File: src/rtl/pipe_pkg.sv
`default_nettype none
// ============================================================================
// Module      : pipe_pkg
// Description : Shared types and constants for the RV32I pipeline registers.
//               Holds the IF/ID payload layout, its width, and the RV32I NOP
//               encoding that IF/ID stages present as their bubble value.
// Revision    : 1.0 - initial release
// ============================================================================
package pipe_pkg;

    // IF/ID payload: fetched instruction plus the PC and PC+4 that go with it.
    typedef struct packed {
        logic [31:0] instr;
        logic [31:0] pc;
        logic [31:0] pc_plus_4;
    } ifid_payload_t;

    localparam int DATA_W_IFID = $bits(ifid_payload_t);

    // addi x0, x0, 0
    localparam logic [31:0] c_RV32I_NOP = 32'h0000_0013;

endpackage : pipe_pkg
`default_nettype wire

File: src/rtl/pipe_skid_buf.sv
`default_nettype none
// ============================================================================
// Module      : pipe_skid_buf
// Description : Two-entry head/skid storage for the elastic pipeline stage.
//               The head is what downstream sees; the skid catches one extra
//               push while the head is stalled, so upstream ready can be taken
//               straight from a register.
// Ports       : clock, sync_reset  - clock and synchronous active-high reset
//               i_flush            - invalidate both entries
//               i_push / i_pop     - qualified handshakes from the top level
//               i_data             - payload to store on push
//               o_head_valid/data  - head entry
//               o_skid_valid       - skid entry occupied (drives in_ready)
// Revision    : 1.0 - initial release
// ============================================================================
module pipe_skid_buf #(
    parameter int DATA_W = 96
) (
    input  logic              clock,
    input  logic              sync_reset,
    input  logic              i_flush,
    input  logic              i_push,
    input  logic              i_pop,
    input  logic [DATA_W-1:0] i_data,
    output logic              o_head_valid,
    output logic [DATA_W-1:0] o_head_data,
    output logic              o_skid_valid
);

    logic              r_head_valid;
    logic              r_skid_valid;
    logic [DATA_W-1:0] r_head_data;
    logic [DATA_W-1:0] r_skid_data;

    // Upstream only sees ready when the skid is empty, so a push never
    // coincides with an occupied skid.
    always_ff @(posedge clock) begin
        if (sync_reset) begin
            r_head_valid <= 1'b0;
            r_skid_valid <= 1'b0;
        end else if (i_flush) begin
            r_head_valid <= 1'b0;
            r_skid_valid <= 1'b0;
        end else if (r_skid_valid) begin
            if (i_pop) begin
                r_head_data  <= r_skid_data;
                r_skid_valid <= 1'b0;
            end
        end else if (r_head_valid) begin
            if (i_push && i_pop) begin
                r_head_data <= i_data;
            end else if (i_push) begin
                r_skid_data  <= i_data;
                r_skid_valid <= 1'b1;
            end else if (i_pop) begin
                r_head_valid <= 1'b0;
            end
        end else if (i_push) begin
            r_head_valid <= 1'b1;
            r_head_data  <= i_data;
        end
    end

    assign o_head_valid = r_head_valid;
    assign o_head_data  = r_head_data;
    assign o_skid_valid = r_skid_valid;

endmodule : pipe_skid_buf
`default_nettype wire

File: src/rtl/pipe_stage_elastic.sv
`default_nettype none
// ============================================================================
// Module      : pipe_stage_elastic
// Description : Elastic pipeline register with valid/ready handshake,
//               flush-to-bubble, hazard hold and a saturating stall counter.
//               Build option PIPE_STAGE_SKID_EN selects a two-entry head/skid
//               buffer with registered in_ready; otherwise a single entry with
//               combinational in_ready.
// Ports       : clock, sync_reset     - clock, synchronous active-high reset
//               flush                 - drop all held entries
//               hold                  - freeze: no push, no pop
//               in_valid/in_ready/in_data    - upstream handshake
//               out_valid/out_ready/out_data - downstream handshake
//               occupancy             - entries currently held
//               stall_cycles          - saturating count of stalled cycles
// Revision    : 1.0 - initial release
// ============================================================================
module pipe_stage_elastic
    import pipe_pkg::*;
#(
    parameter int                DATA_W       = DATA_W_IFID,
    parameter logic [DATA_W-1:0] BUBBLE_VALUE = {DATA_W{1'b0}},
    parameter int                CNT_W        = 16
) (
    input  logic              clock,
    input  logic              sync_reset,
    input  logic              flush,
    input  logic              hold,
    input  logic              in_valid,
    output logic              in_ready,
    input  logic [DATA_W-1:0] in_data,
    output logic              out_valid,
    input  logic              out_ready,
    output logic [DATA_W-1:0] out_data,
    output logic [1:0]        occupancy,
    output logic [CNT_W-1:0]  stall_cycles
);

    localparam logic [CNT_W-1:0] c_CNT_MAX = {CNT_W{1'b1}};

    logic              w_head_valid;
    logic [DATA_W-1:0] w_head_data;
    logic              w_push;
    logic              w_pop;
    logic [CNT_W-1:0]  r_stall_cycles;

    // Hold hides the head from downstream without disturbing it.
    assign out_valid = w_head_valid & ~hold;
    assign w_pop     = out_valid & out_ready;
    assign w_push    = in_valid & in_ready;

`ifdef PIPE_STAGE_SKID_EN
    logic w_skid_valid;

    pipe_skid_buf #(
        .DATA_W (DATA_W)
    ) u_skid_buf (
        .clock        (clock),
        .sync_reset   (sync_reset),
        .i_flush      (flush),
        .i_push       (w_push),
        .i_pop        (w_pop),
        .i_data       (in_data),
        .o_head_valid (w_head_valid),
        .o_head_data  (w_head_data),
        .o_skid_valid (w_skid_valid)
    );

    // Depends only on state and hold; no path from out_ready.
    assign in_ready  = ~w_skid_valid & ~hold;
    assign occupancy = {1'b0, w_head_valid} + {1'b0, w_skid_valid};
`else
    logic              r_head_valid;
    logic [DATA_W-1:0] r_head_data;

    always_ff @(posedge clock) begin
        if (sync_reset) begin
            r_head_valid <= 1'b0;
        end else if (flush) begin
            r_head_valid <= 1'b0;
        end else if (w_push) begin
            r_head_valid <= 1'b1;
            r_head_data  <= in_data;
        end else if (w_pop) begin
            r_head_valid <= 1'b0;
        end
    end

    assign w_head_valid = r_head_valid;
    assign w_head_data  = r_head_data;
    assign in_ready     = ~hold & (~r_head_valid | out_ready);
    assign occupancy    = {1'b0, r_head_valid};
`endif

    // Data registers keep stale contents when empty; the bubble is muxed here.
    assign out_data = w_head_valid ? w_head_data : BUBBLE_VALUE;

    // Survives flush; only reset clears it.
    always_ff @(posedge clock) begin
        if (sync_reset) begin
            r_stall_cycles <= '0;
        end else if (w_head_valid && !out_ready && !hold && !flush
                     && (r_stall_cycles != c_CNT_MAX)) begin
            r_stall_cycles <= r_stall_cycles + 1'b1;
        end
    end

    assign stall_cycles = r_stall_cycles;

endmodule : pipe_stage_elastic
`default_nettype wire
File: config.mk
export PLATFORM = sky130hd
export DESIGN_NAME = pipe_stage_elastic
export DESIGN_NICKNAME = d
export VERILOG_FILES = /design/src/rtl/pipe_pkg.sv /design/src/rtl/pipe_skid_buf.sv /design/src/rtl/pipe_stage_elastic.sv
export SDC_FILE = /design/constraint.sdc
export NUM_CORES = 1
export LEC_CHECK = 0
export ABC_AREA = 1
export CAP_MARGIN = 15
export CORE_ASPECT_RATIO = 2
export CORE_MARGIN = 3
export CORE_UTILIZATION = 43
export CTS_BUF_LIST = sky130_fd_sc_hd__clkbuf_8
export DETAILED_ROUTE_END_ITERATION = 10
export PLACE_DENSITY_LB_ADDON = 0.1
export SETUP_SLACK_MARGIN = 0.02
export SYNTH_ARGS = -nofsm -noshare
export SYNTH_HDL_FRONTEND = slang
export SYNTH_SLANG_ARGS = --single-unit
export TNS_END_PERCENT = 20
File: constraint.sdc
create_clock -name clock -period 6.72 [get_ports clock]
set_clock_uncertainty 0.2 [all_clocks]
set_input_delay 1.344 -clock clock [delete_from_list [all_inputs] [get_ports clock]]
set_output_delay 1.344 -clock clock [all_outputs]
set_load 0.05 [all_outputs]
==> metrics.md, run 1 <==
| Metric | Value |
|---|---|
| Worst Setup Path Type | `in2out` |
| Most used cell along the critical path | `clkdlybuf4s50_1` |
| Cell area after synthesis | `0.00472 sq mm` |
| FF/Latch Area | `0.00323 sq mm` |
| WL per Instance | `14.7 microns` |
| Post-route insts no fill | `836` |
| Post-route clock period utilization | `0.667` |
| Met3 GRT Util | `0.0545` |
| Mapped Cells | `464` |
| Reg2Reg Depth | `5` |
| Layer carrying the most global-route usage | `met2` |
| Row count | `53` |
| Grt ovf | `0` |
| Leak | `0.00329 uW` |
| Initial Util | `0.445` |
| Die Span X | `80.1 microns` |
| Data arrival, critical path | `2940 ps` |
| Worst hold stages | `2` |
| CTS sink cnt | `113` |
| N_diodes | `0` |
| Register area share after synthesis | `0.683` |
| Max H-tree Level | `4` |
| CP max stage delay | `860 ps` |
| Crit. End Element | `primary output` |
| Number of vias in the routed layout | `~3800` |
| Min-Delay Endpoint | `stall_cycles[13]$_SDFFE_PP0P_` |
| Total of max-cap violations | `0` |
| Net Count, Synth | `567` |
| R2r startpoint | `r_head_valid$_SDFFE_PP0P_` |
| Pins Over Slew Limit | `0` |
| Delay-heaviest family, CP | `buffers and inverters` |
| Int Power | `1200 uW` |
| Routed Antenna Nets | `0` |
| Setup Fix Bufs, Post-CTS | `0` |
| WP data required | `5180 ps` |
| Max Root-Sink Buffers | `2` |
| CTS resizes | `0` |
| Cells along the critical path | `clkdlybuf4s50_1 > inv_1 > a21oi_1 > clkdlybuf4s50_1` |
| Yosys warns | `0` |
| WP buf/inv | `3` |
| Hold_buf cts | `0` |
| Share of cells above drive strength 1 | `0.0687` |
| P&R area growth vs syn | `56.8%` |
| Clk pin slew, worst setup/hold paths | `60 ps` |
| Die Ht | `154 microns` |
| Setup TNS | `0 ps` |
| First-pass GRT wire length | `19100 microns` |
| DRT Pass-1 Iters | `5` |
| Post-synthesis area per instance | `10.2 sq um` |
| Slew at the pin with the worst max-slew slack | `between 1000 and 1500 ps` |
| RSZ-0062 raised after global routing | `no` |
| GR Layer Usage met1 | `0.194` |
| Initial antenna violation count | `0` |
| Clock share of power | `0.400` |
| Setup Viol. Count Final | `0` |
| Max FO, Critical Path | `3` |
| Multi-input gate area | `just under 0.001 sq mm` |
| Min-delay worst type | `reg2reg` |
| Fin nets | `789` |
| Net Sw Frac | `0.218` |
| Final hold vios | `0` |
| VDD IR max | `156 uV` |
| Vias per cell | `4.52` |
| HPWL after DPL | `9080 microns` |
| Seq pwr share | `0.507` |
| Post-Route WL | `about 12000 microns` |
| Psw | `between 300 and 400 uW` |
| Crit-path slowest cell | `clkdlybuf4s50_1` |
| Rel. slew slack | `0.333` |
| Detailed Route Iter0 Violations | `203` |
| Hold wc startpoint | `stall_cycles[13]$_SDFFE_PP0P_` |
| Max Freq | `223 MHz` |
| Tmin final | `4480 ps` |
| Reg-to-Reg End | `r_head_data[70]$_DFFE_PP_` |
| Yosys top cell by area | `edfxtp_1` |
| Fillers | `875` |
| CP Launch Type | `input port` |
| #FFs+latches synth | `113` |
| Number of global-route vias before repair | `3913` |
| Synth area leaders | `edfxtp_1, nand2_1, inv_1` |
| Total GRT Usage | `0.206` |
| Pwr Density | `208 mW/mm^2` |
| Routability cong. | `~0.95` |
| Placed Cells | `approximately 800` |
| Grt met2 use | `0.381` |
| DR DRC count | `0` |
| Clk_lat worst skew | `410 ps` |
| Combinational power share | `0.093` |
| Root Buffer | `clkbuf_8` |
| Core box area | `0.0106 sq mm` |
| Die Footprint | `roughly 0.012 sq mm` |
| PortBufs | `roughly 220` |
| # IOs | `218` |
| Flop-to-flop setup slack | `slightly above 4000 ps` |
| Num CTS Buffers | `17` |
| TritonCTS clock tree | `built` |
| Synth top area share | `0.611` |
| Status | `complete, no violations` |
| Unique cell type count in the Yosys netlist | `24` |
| Largest net degree at the start of global routing | `a little over 100` |
-- logic make-up after synthesis --
logic type / after synthesis / share of synthesized area
AO/OA/AOI/OAI: 18 / 0.0191
XOR/XNOR: 2 / 0.00371
adder cells (fa/ha/maj): 1 / 0.00265
flip-flops: 113 / 0.683
other: 1 / 0.000795
buffers and inverters: 128 / 0.108
AND/OR/NAND/NOR: 201 / 0.183
-- cells in the mapped netlist --
cell type,n
inv_1,112
ha_1,1
dfxtp_1,17
buf_6,2
buf_4,3
edfxtp_1,96
xor2_1,2
o21ai_0,1
buf_2,3
nand2_2,6
a21oi_1,15
nor2_1,35
nand3_1,18
nand4_4,1
nor3_1,1
clkbuf_1,7
o21ai_1,2
nand3b_1,1
nand2_1,130
nor2_4,5
inv_2,1
nand4_1,1
conb_1,1
nor2_2,3
-- metrics by stage --
step           hold slack [ps]  power [uW]  cell area (sq um)   util  worst slack, ps
2_1_floorplan              525         855               4720      -             1170
3_3_place_gp               337         935               6990  0.658             2340
3_5_place_dp               341         939               6990  0.658             2260
4_1_cts                    348        1560               7370  0.695             2250
5_1_grt                    385        1600               7400  0.697             2170
6_report                   352        1540               7400  0.697             2240
-- cell usage in the layout (no fill, tap or decap) --
cell type / count
nand3b_1: 1
clkinv_1: 1
nand4_1: 1
nor2_1: 34
clkinvlp_4: 3
nand2_1: 130
clkinv_2: 5
clkbuf_8: 17
buf_4: 1
inv_1: 115
dfxtp_4: 1
nor3_1: 1
nand3_1: 18
nand2_2: 6
bufinv_16: 3
buf_16: 1
nor2_2: 3
nor2_4: 6
a21oi_1: 15
xor2_1: 2
conb_1: 1
inv_2: 1
o21ai_1: 2
clkdlybuf4s50_1: 216
edfxtp_1: 96
o21ai_0: 1
ha_1: 1
dfxtp_1: 16
nand4_4: 1
-- flip-flops by register name, indices dropped and copies added (netlist names) --
name,cells
r_head_data,96
stall_cycles,16
r_head_valid,1
-- per-layer routing --
metal,up-vias,share of wire,wire [microns]
met1,1725,0.33,4020
met3,38,0.067,815
li1,1862,-,-
met4,0,0.046,565
met5,-,0,0
met2,151,0.56,6850
-- worst max-delay path by stage --
| stage | from | endpoint | slack (ps) | cells after the start |
|---|---|---|---|---|
| final | out_ready | in_ready | 2240 | 4 |
| after global routing | out_ready | in_ready | 2170 | 4 |
| after CTS | out_ready | in_ready | 2250 | 4 |
| after detailed placement | out_ready | in_ready | 2260 | 4 |
| after global placement | out_ready | in_ready | 2340 | 4 |
| after floorplan | out_ready | r_head_data[0]$_DFFE_PP_ | 1170 | 4 |
-- final cells by class --
cell class                 count  area share
clock buffer                  17      0.0316
multi-input combinational    223       0.134
sequential                   113       0.436
tap                          137      0.0232
timing repair buffer         218       0.297
clock inverter                15      0.0206
inverter                     113      0.0573
-- power groups by stage --
stage                     Clock (uW)  Combinational (uW)  Sequential [uW]
after detailed placement           0                 143              796
after CTS                        632                 144              781
after global placement             0                 140              795
after global routing             666                 152              782
final                            616                 144              781
after floorplan                    0                63.0              792
-- tightest hold or removal path, delay by kind of cell (launching register included) --
kind / cells / cell delay (ps)
flops: 1 / 340
compound gates: 1 / 120
simple gates: 1 / 50
No activity file was read; power rests on OpenSTA's default activity.
==> run 2: changes to the inputs <==
--- a/config.mk
+++ b/config.mk
@@ -9,7 +9,7 @@
 export CAP_MARGIN = 15
 export CORE_ASPECT_RATIO = 2
 export CORE_MARGIN = 3
-export CORE_UTILIZATION = 43
+export CORE_UTILIZATION = 39
 export CTS_BUF_LIST = sky130_fd_sc_hd__clkbuf_8
 export DETAILED_ROUTE_END_ITERATION = 10
 export PLACE_DENSITY_LB_ADDON = 0.1
==> constraint.sdc (replaced) <==
create_clock -name clock -period 3.9 [get_ports clock]
set_clock_uncertainty 0.2 [all_clocks]
set_input_delay 0.78 -clock clock [delete_from_list [all_inputs] [get_ports clock]]
set_output_delay 0.78 -clock clock [all_outputs]
set_load 0.05 [all_outputs]
==> run 2 against run 1 <==
Routed wire length rose by 4.3%. Worst setup slack got worse by 1800 ps. First-iteration DRC count fell by 20%. Clock-buffer cell count did not move. Largest cell class unchanged. Clock power rose by 100%.
==> metrics.md, run 2 (same netlist as run 1, synthesis figures left out) <==
| Metric | Value |
|---|---|
| PortBufs | `216 (unchanged)` |
| CP Launch Type | `register` |
| FF/Latch Area | `0.00323 sq mm (unchanged)` |
| Initial antenna violation count | `0 (unchanged)` |
| Largest register by flop count | `r_head_data` |
| Detailed Route Iter0 Violations | `162 (-20%)` |
| Setup ws final | `402 ps (-1830 ps)` |
| Rel. slew slack | `0.325 (-0.00753)` |
| Max Root-Sink Buffers | `2 (unchanged)` |
| Pre-CTS setup slack | `638 ps (-1620 ps)` |
| Most frequent cells in the layout | `clkdlybuf4s50_1, nand2_1, inv_1` |
| Die Ht | `162 microns (+4.8%)` |
| WP data required | `2920 ps (-2260 ps)` |
| Max FO, Critical Path | `100 (+97)` |
| CTS resizes | `0 (unchanged)` |
| Pins Over Slew Limit | `0 (unchanged)` |
| Fillers | `986 (+13%)` |
| Hold_buf cts | `0 (unchanged)` |
| CP max stage delay | `1000 ps (+140 ps)` |
| Setup Fix Bufs, Post-CTS | `0 (unchanged)` |
| Post-Route WL | `12800 microns (+4.3%)` |
| Post-route clock period utilization | `0.897` |
| Max Freq | `286 MHz` |
| RSZ-0062 raised after global routing | `no` |
| Initial Util | `0.401 (-0.0439)` |
| Setup Viol. Count Final | `0 (unchanged)` |
| Data arrival, critical path | `2520 ps (-420 ps)` |
| Delay-heaviest family, CP | `flip-flops` |
| Core box area | `0.0118 sq mm (+11%)` |
| Crit-path slowest cell | `dfxtp_4` |
| Routed Antenna Nets | `0 (unchanged)` |
| Leak | `0.00331 uW (+0.58%)` |
| Critical Path Stages | `3 (-1)` |
| WL per Instance | `15.1 microns (+3.3%)` |
| Num CTS Buffers | `17 (unchanged)` |
| Min-delay worst type | `reg2reg` |
| TritonCTS clock tree | `built` |
| Status | `complete, no violations` |
| Final hold vios | `0 (unchanged)` |
| Commonest non-fill, non-tap cell in the layout | `clkdlybuf4s50_1` |
| Total GRT Usage | `0.190 (-0.0160)` |
| DRT Pass-1 Iters | `4 (-1)` |
| Tmin final | `3500 ps` |
| Largest net degree at the start of global routing | `101 (unchanged)` |
| # IOs | `218 (unchanged)` |
| Grt ovf | `0 (unchanged)` |
| HPWL after DPL | `9580 microns (+5.4%)` |
| Max reg flops | `96 (unchanged)` |
| WP buf/inv | `2 (-1)` |
| Number of vias in the routed layout | `3784 (+0.21%)` |
| Row count | `56 (+5.7%)` |
| Die Span X | `83.8 microns (+4.6%)` |
| Clk pin slew, worst setup/hold paths | `70 ps (about the same)` |
| DR DRC count | `0 (unchanged)` |
| Pwr Density | `378 mW/mm^2 (+82%)` |
| Slew at the pin with the worst max-slew slack | `1010 ps (+11.3 ps)` |
| Crit. End Element | `primary output` |
| Routability cong. | `0.828 (-13%)` |
| Worst Setup Path Type | `reg2out` |
| Die Footprint | `0.0135 sq mm (+9.7%)` |
| Worst hold stages | `2 (unchanged)` |
| Cells along the critical path | `nand2_1 > inv_1 > clkdlybuf4s50_1` |
| Max H-tree Level | `4 (unchanged)` |
| Fin nets | `789 (unchanged)` |
| CTS sink cnt | `113 (unchanged)` |
| Vias per cell | `4.48 (-0.74%)` |
| First-pass GRT wire length | `19600 microns (+2.7%)` |
| Total of max-cap violations | `0 (unchanged)` |
| Root Buffer | `clkbuf_8` |
| Reg2Reg Depth | `7 (+2)` |
| Clk_lat worst skew | `410 ps (about the same)` |
| N_diodes | `0 (unchanged)` |
| Share of cells above drive strength 1 | `0.0730 (+0.00429)` |
| P&R area growth vs syn | `58.3%` |
| Multi-input gate area | `997 sq um (+0.38%)` |
| Number of global-route vias before repair | `3829 (-2.1%)` |
| VDD IR max | `302 uV (+93%)` |
| Setup TNS | `0 ps (unchanged)` |
==> run 2: changes by cell type in the layout (fill, tap and decap cells not counted) <==
cell,previous run,this run
a21oi_1,15,14
a21oi_2,0,1
buf_12,0,1
buf_16,1,0
bufinv_16,3,5
clkinv_2,5,2
clkinv_4,0,4
clkinvlp_4,3,2
inv_1,115,113
==> run 2: final cells by class <==
type	instances	share of cell area
multi-input combinational	223	0.133
sequential	113	0.432
clock inverter	15	0.0291
inverter	113	0.0568
timing repair buffer	218	0.293
tap	145	0.0243
clock buffer	17	0.0313
==> run 2: path summary, 6_finish.rpt <==
kind	start	to	slack, ps
worst min register to register	stall_cycles[5]$_SDFFE_PP0P_	stall_cycles[5]$_SDFFE_PP0P_	360
worst max register to register	r_head_valid$_SDFFE_PP0P_	stall_cycles[15]$_SDFFE_PP0P_	1580
worst min-delay path	stall_cycles[5]$_SDFFE_PP0P_	stall_cycles[5]$_SDFFE_PP0P_	360
worst max-delay path	r_head_valid$_SDFFE_PP0P_	out_data[37]	400
==> run 2: power breakdown <==
part           leakage (uW)  switching [uW]  internal [uW]
Sequential          0.00101            14.1           1330
Clock              0.000224             474            757
Combinational       0.00208             121            128
Total               0.00331             609           2220
==> run 2: stage by stage <==
stage	hold slack [ps]	power [uW]	instance area, sq um	cells	utilization
after detailed placement	340	1620	7020	812	0.596
after floorplan	525	1470	4730	464	-
final	364	2820	7470	844	0.635
after global routing	389	2920	7470	844	0.635
after global placement	330	1620	7020	812	0.596
after CTS	356	2860	7470	844	0.635
==> run 2: layer usage <==
metal	vias up	GRT usage	part of all wire
li1	1864	-	-
met1	1757	0.185	0.35
met2	140	0.368	0.57
met3	23	0.0470	0.050
met4	0	0.0849	0.032
met5	-	0	0
==> run 2: tightest hold or removal path: stages (launching register included) <==
cell and delay [ps]:
dfxtp_1 370, nand2_1 90, a21oi_1 60
==> run 3: changes to the inputs <==
--- a/config.mk
+++ b/config.mk
@@ -7,7 +7,7 @@
 export LEC_CHECK = 0
 export ABC_AREA = 1
 export CAP_MARGIN = 15
-export CORE_ASPECT_RATIO = 2
+export CORE_ASPECT_RATIO = 0.5
 export CORE_MARGIN = 3
 export CORE_UTILIZATION = 39
 export CTS_BUF_LIST = sky130_fd_sc_hd__clkbuf_8
==> run 3 against run 2 <==
First-iteration DRC count increased by 38%. Critical path depth increased by 1. Flip-flop and latch count unchanged.
==> metrics.md, run 3 (same netlist as run 1, synthesis figures left out) <==
| Metric | Value |
|---|---|
| Data arrival, critical path | `2390 ps (-130 ps)` |
| Max Root-Sink Buffers | `2 (unchanged)` |
| CTS sink cnt | `113 (unchanged)` |
| Die Footprint | `0.0135 sq mm (unchanged)` |
| VDD IR max | `298 uV (-1.3%)` |
| Post-route clock period utilization | `0.864 (-0.0332)` |
| Max Freq | `297 MHz (+3.8%)` |
| N_diodes | `0 (unchanged)` |
| Psw | `655 uW (+7.6%)` |
| Cells along the critical path | `buf_12 > nand2_1 > inv_1 > clkdlybuf4s50_1` |
| Delay-heaviest family, CP | `buffers and inverters` |
| Post-Route WL | `11700 microns (-8.2%)` |
| Slew at the pin with the worst max-slew slack | `683 ps (-328 ps)` |
| DRT Pass-1 Iters | `6 (+2)` |
| DR DRC count | `0 (unchanged)` |
| Routed Antenna Nets | `0 (unchanged)` |
| Multi-input gate area | `997 sq um (unchanged)` |
| Root Buffer | `clkbuf_8` |
| Critical Path Stages | `4 (+1)` |
| WP data required | `2920 ps (about the same)` |
| WL per Instance | `13.6 microns (-10%)` |
| HPWL after DPL | `8770 microns (-8.4%)` |
| Max FO, Critical Path | `52 (-48%)` |
| Row count | `27 (-52%)` |
| Worst hold stages | `2 (unchanged)` |
| Fillers | `943 (-4.4%)` |
| Initial Util | `0.415 (+0.0136)` |
| Setup TNS | `0 ps (unchanged)` |
| Rel. slew slack | `0.543 (+0.218)` |
| Grt ovf | `0 (unchanged)` |
| Tmin final | `3370 ps (-129 ps)` |
| Status | `complete, no violations` |
| TritonCTS clock tree | `built` |
| Num CTS Buffers | `17 (unchanged)` |
| Combinational power share | `0.091 (+0.003)` |
| Setup Fix Bufs, Post-CTS | `0 (unchanged)` |
| P&R area growth vs syn | `60.6%` |
| Net Sw Frac | `0.232 (+0.0166)` |
| Routability cong. | `0.859 (+3.7%)` |
| Total GRT Usage | `0.180 (-0.0101)` |
| Most frequent cells in the layout | `clkdlybuf4s50_1, nand2_1, inv_1` |
| RSZ-0062 raised after global routing | `no` |
| Detailed Route Iter0 Violations | `224 (+38%)` |
| Hold wc startpoint | `stall_cycles[5]$_SDFFE_PP0P_` |
| Fin nets | `794 (+0.63%)` |
| PortBufs | `216 (unchanged)` |
| Crit-path slowest cell | `clkdlybuf4s50_1` |
| Hold_buf cts | `0 (unchanged)` |
| FF/Latch Area | `0.00323 sq mm (unchanged)` |
| CP max stage delay | `830 ps (-170 ps)` |
| Seq pwr share | `0.475 (about the same)` |
| Vias per cell | `4.23 (-5.7%)` |
| Die Ht | `83.8 microns (-48%)` |
| Clk pin slew, worst setup/hold paths | `70 ps (about the same)` |
| Setup Viol. Count Final | `0 (unchanged)` |
| Max H-tree Level | `4 (unchanged)` |
| Final hold vios | `0 (unchanged)` |
| First-pass GRT wire length | `18800 microns (-4.3%)` |
| Clk_lat worst skew | `420 ps (about the same)` |
| Total of max-cap violations | `0 (unchanged)` |
| Pins Over Slew Limit | `0 (unchanged)` |
| Int Power | `2170 uW (-2.2%)` |
| Min-delay worst type | `reg2reg` |
| Number of global-route vias before repair | `3642 (-4.9%)` |
| Core box area | `0.0114 sq mm (-3.3%)` |
| Largest register by flop count | `r_head_data` |
| Clock share of power | `0.434 (-0.002)` |
| Number of vias in the routed layout | `3648 (-3.6%)` |
| # IOs | `218 (unchanged)` |
| CP Launch Type | `register` |
| Critical path launch point | `r_head_valid$_SDFFE_PP0P_` |
| Worst Setup Path Type | `reg2out` |
| Flop-to-flop setup slack | `1720 ps (+140 ps)` |
| Reg2Reg Depth | `4 (-3)` |
| Initial antenna violation count | `0 (unchanged)` |
| Leak | `0.00334 uW (+0.91%)` |
| Final core occ | `0.666 (+0.0311)` |
| WP buf/inv | `3 (+1)` |
| Share of cells above drive strength 1 | `0.0824 (+0.00942)` |
| R2r startpoint | `r_head_valid$_SDFFE_PP0P_` |
| Die Span X | `162 microns (+93%)` |
| Commonest non-fill, non-tap cell in the layout | `clkdlybuf4s50_1` |
| CTS resizes | `0 (unchanged)` |
| Pwr Density | `372 mW/mm^2 (-1.5%)` |
| Largest net degree at the start of global routing | `53 (-48%)` |
| Max reg flops | `96 (unchanged)` |
| Crit. End Element | `primary output` |
[run 3: cell types whose count changed in the layout (fill, tap and decap cells not counted)]
cell	delta
inv_1	-1
clkinv_2	-1
clkinv_1	-1
inv_6	+3
buf_12	+5
clkinvlp_4	+1
bufinv_16	-1
[run 3: path summary, 6_finish.rpt]
path,end
worst max-delay path,out_data[23]
worst max register to register,r_head_data[2]$_DFFE_PP_
worst min-delay path,stall_cycles[5]$_SDFFE_PP0P_
worst min register to register,stall_cycles[5]$_SDFFE_PP0P_
[run 3: worst register-to-register path, cell delays in order, from the launching register on]
cell and delay [ps]:
dfxtp_4 500, a21oi_2 230, nand2_1 120, nor2_4 570
buf_12 260
[run 3: power groups by stage]
stage	Clock [uW]	Combinational [uW]	Sequential, uW
4_1_cts	1260	260	1340
6_report	1230	257	1340
2_1_floorplan	0	109	1360
3_5_place_dp	0	259	1370
3_3_place_gp	0	256	1370
5_1_grt	1320	273	1340
[run 3: layout make-up]
| cell class | instances | share of cell area |
|---|---|---|
| clock inverter | 15 | 0.0276 |
| multi-input combinational | 223 | 0.132 |
| tap | 159 | 0.0262 |
| inverter | 113 | 0.0560 |
| timing repair buffer | 223 | 0.302 |
| clock buffer | 17 | 0.0309 |
| sequential | 113 | 0.426 |
[run 3: through the flow]
stage | worst slack (ps) | total power [uW] | hold WS [ps] | instance area (sq um) | std cells
floorplan | 237 | 1470 | 525 | 4730 | 464
global placement | 592 | 1620 | 329 | 7140 | 831
detailed placement | 612 | 1630 | 328 | 7140 | 831
CTS | 467 | 2860 | 340 | 7580 | 863
global route | 344 | 2940 | 392 | 7580 | 863
finish | 531 | 2820 | 343 | 7580 | 863
[run 3: layer usage]
layer  wire (microns)  GRT usage  up-vias
met5                0          0        -
met3              995     0.0803       10
met1             4440      0.191     1661
met4              119     0.0562        0
met2             6180      0.323      103
li1                 -          -     1874
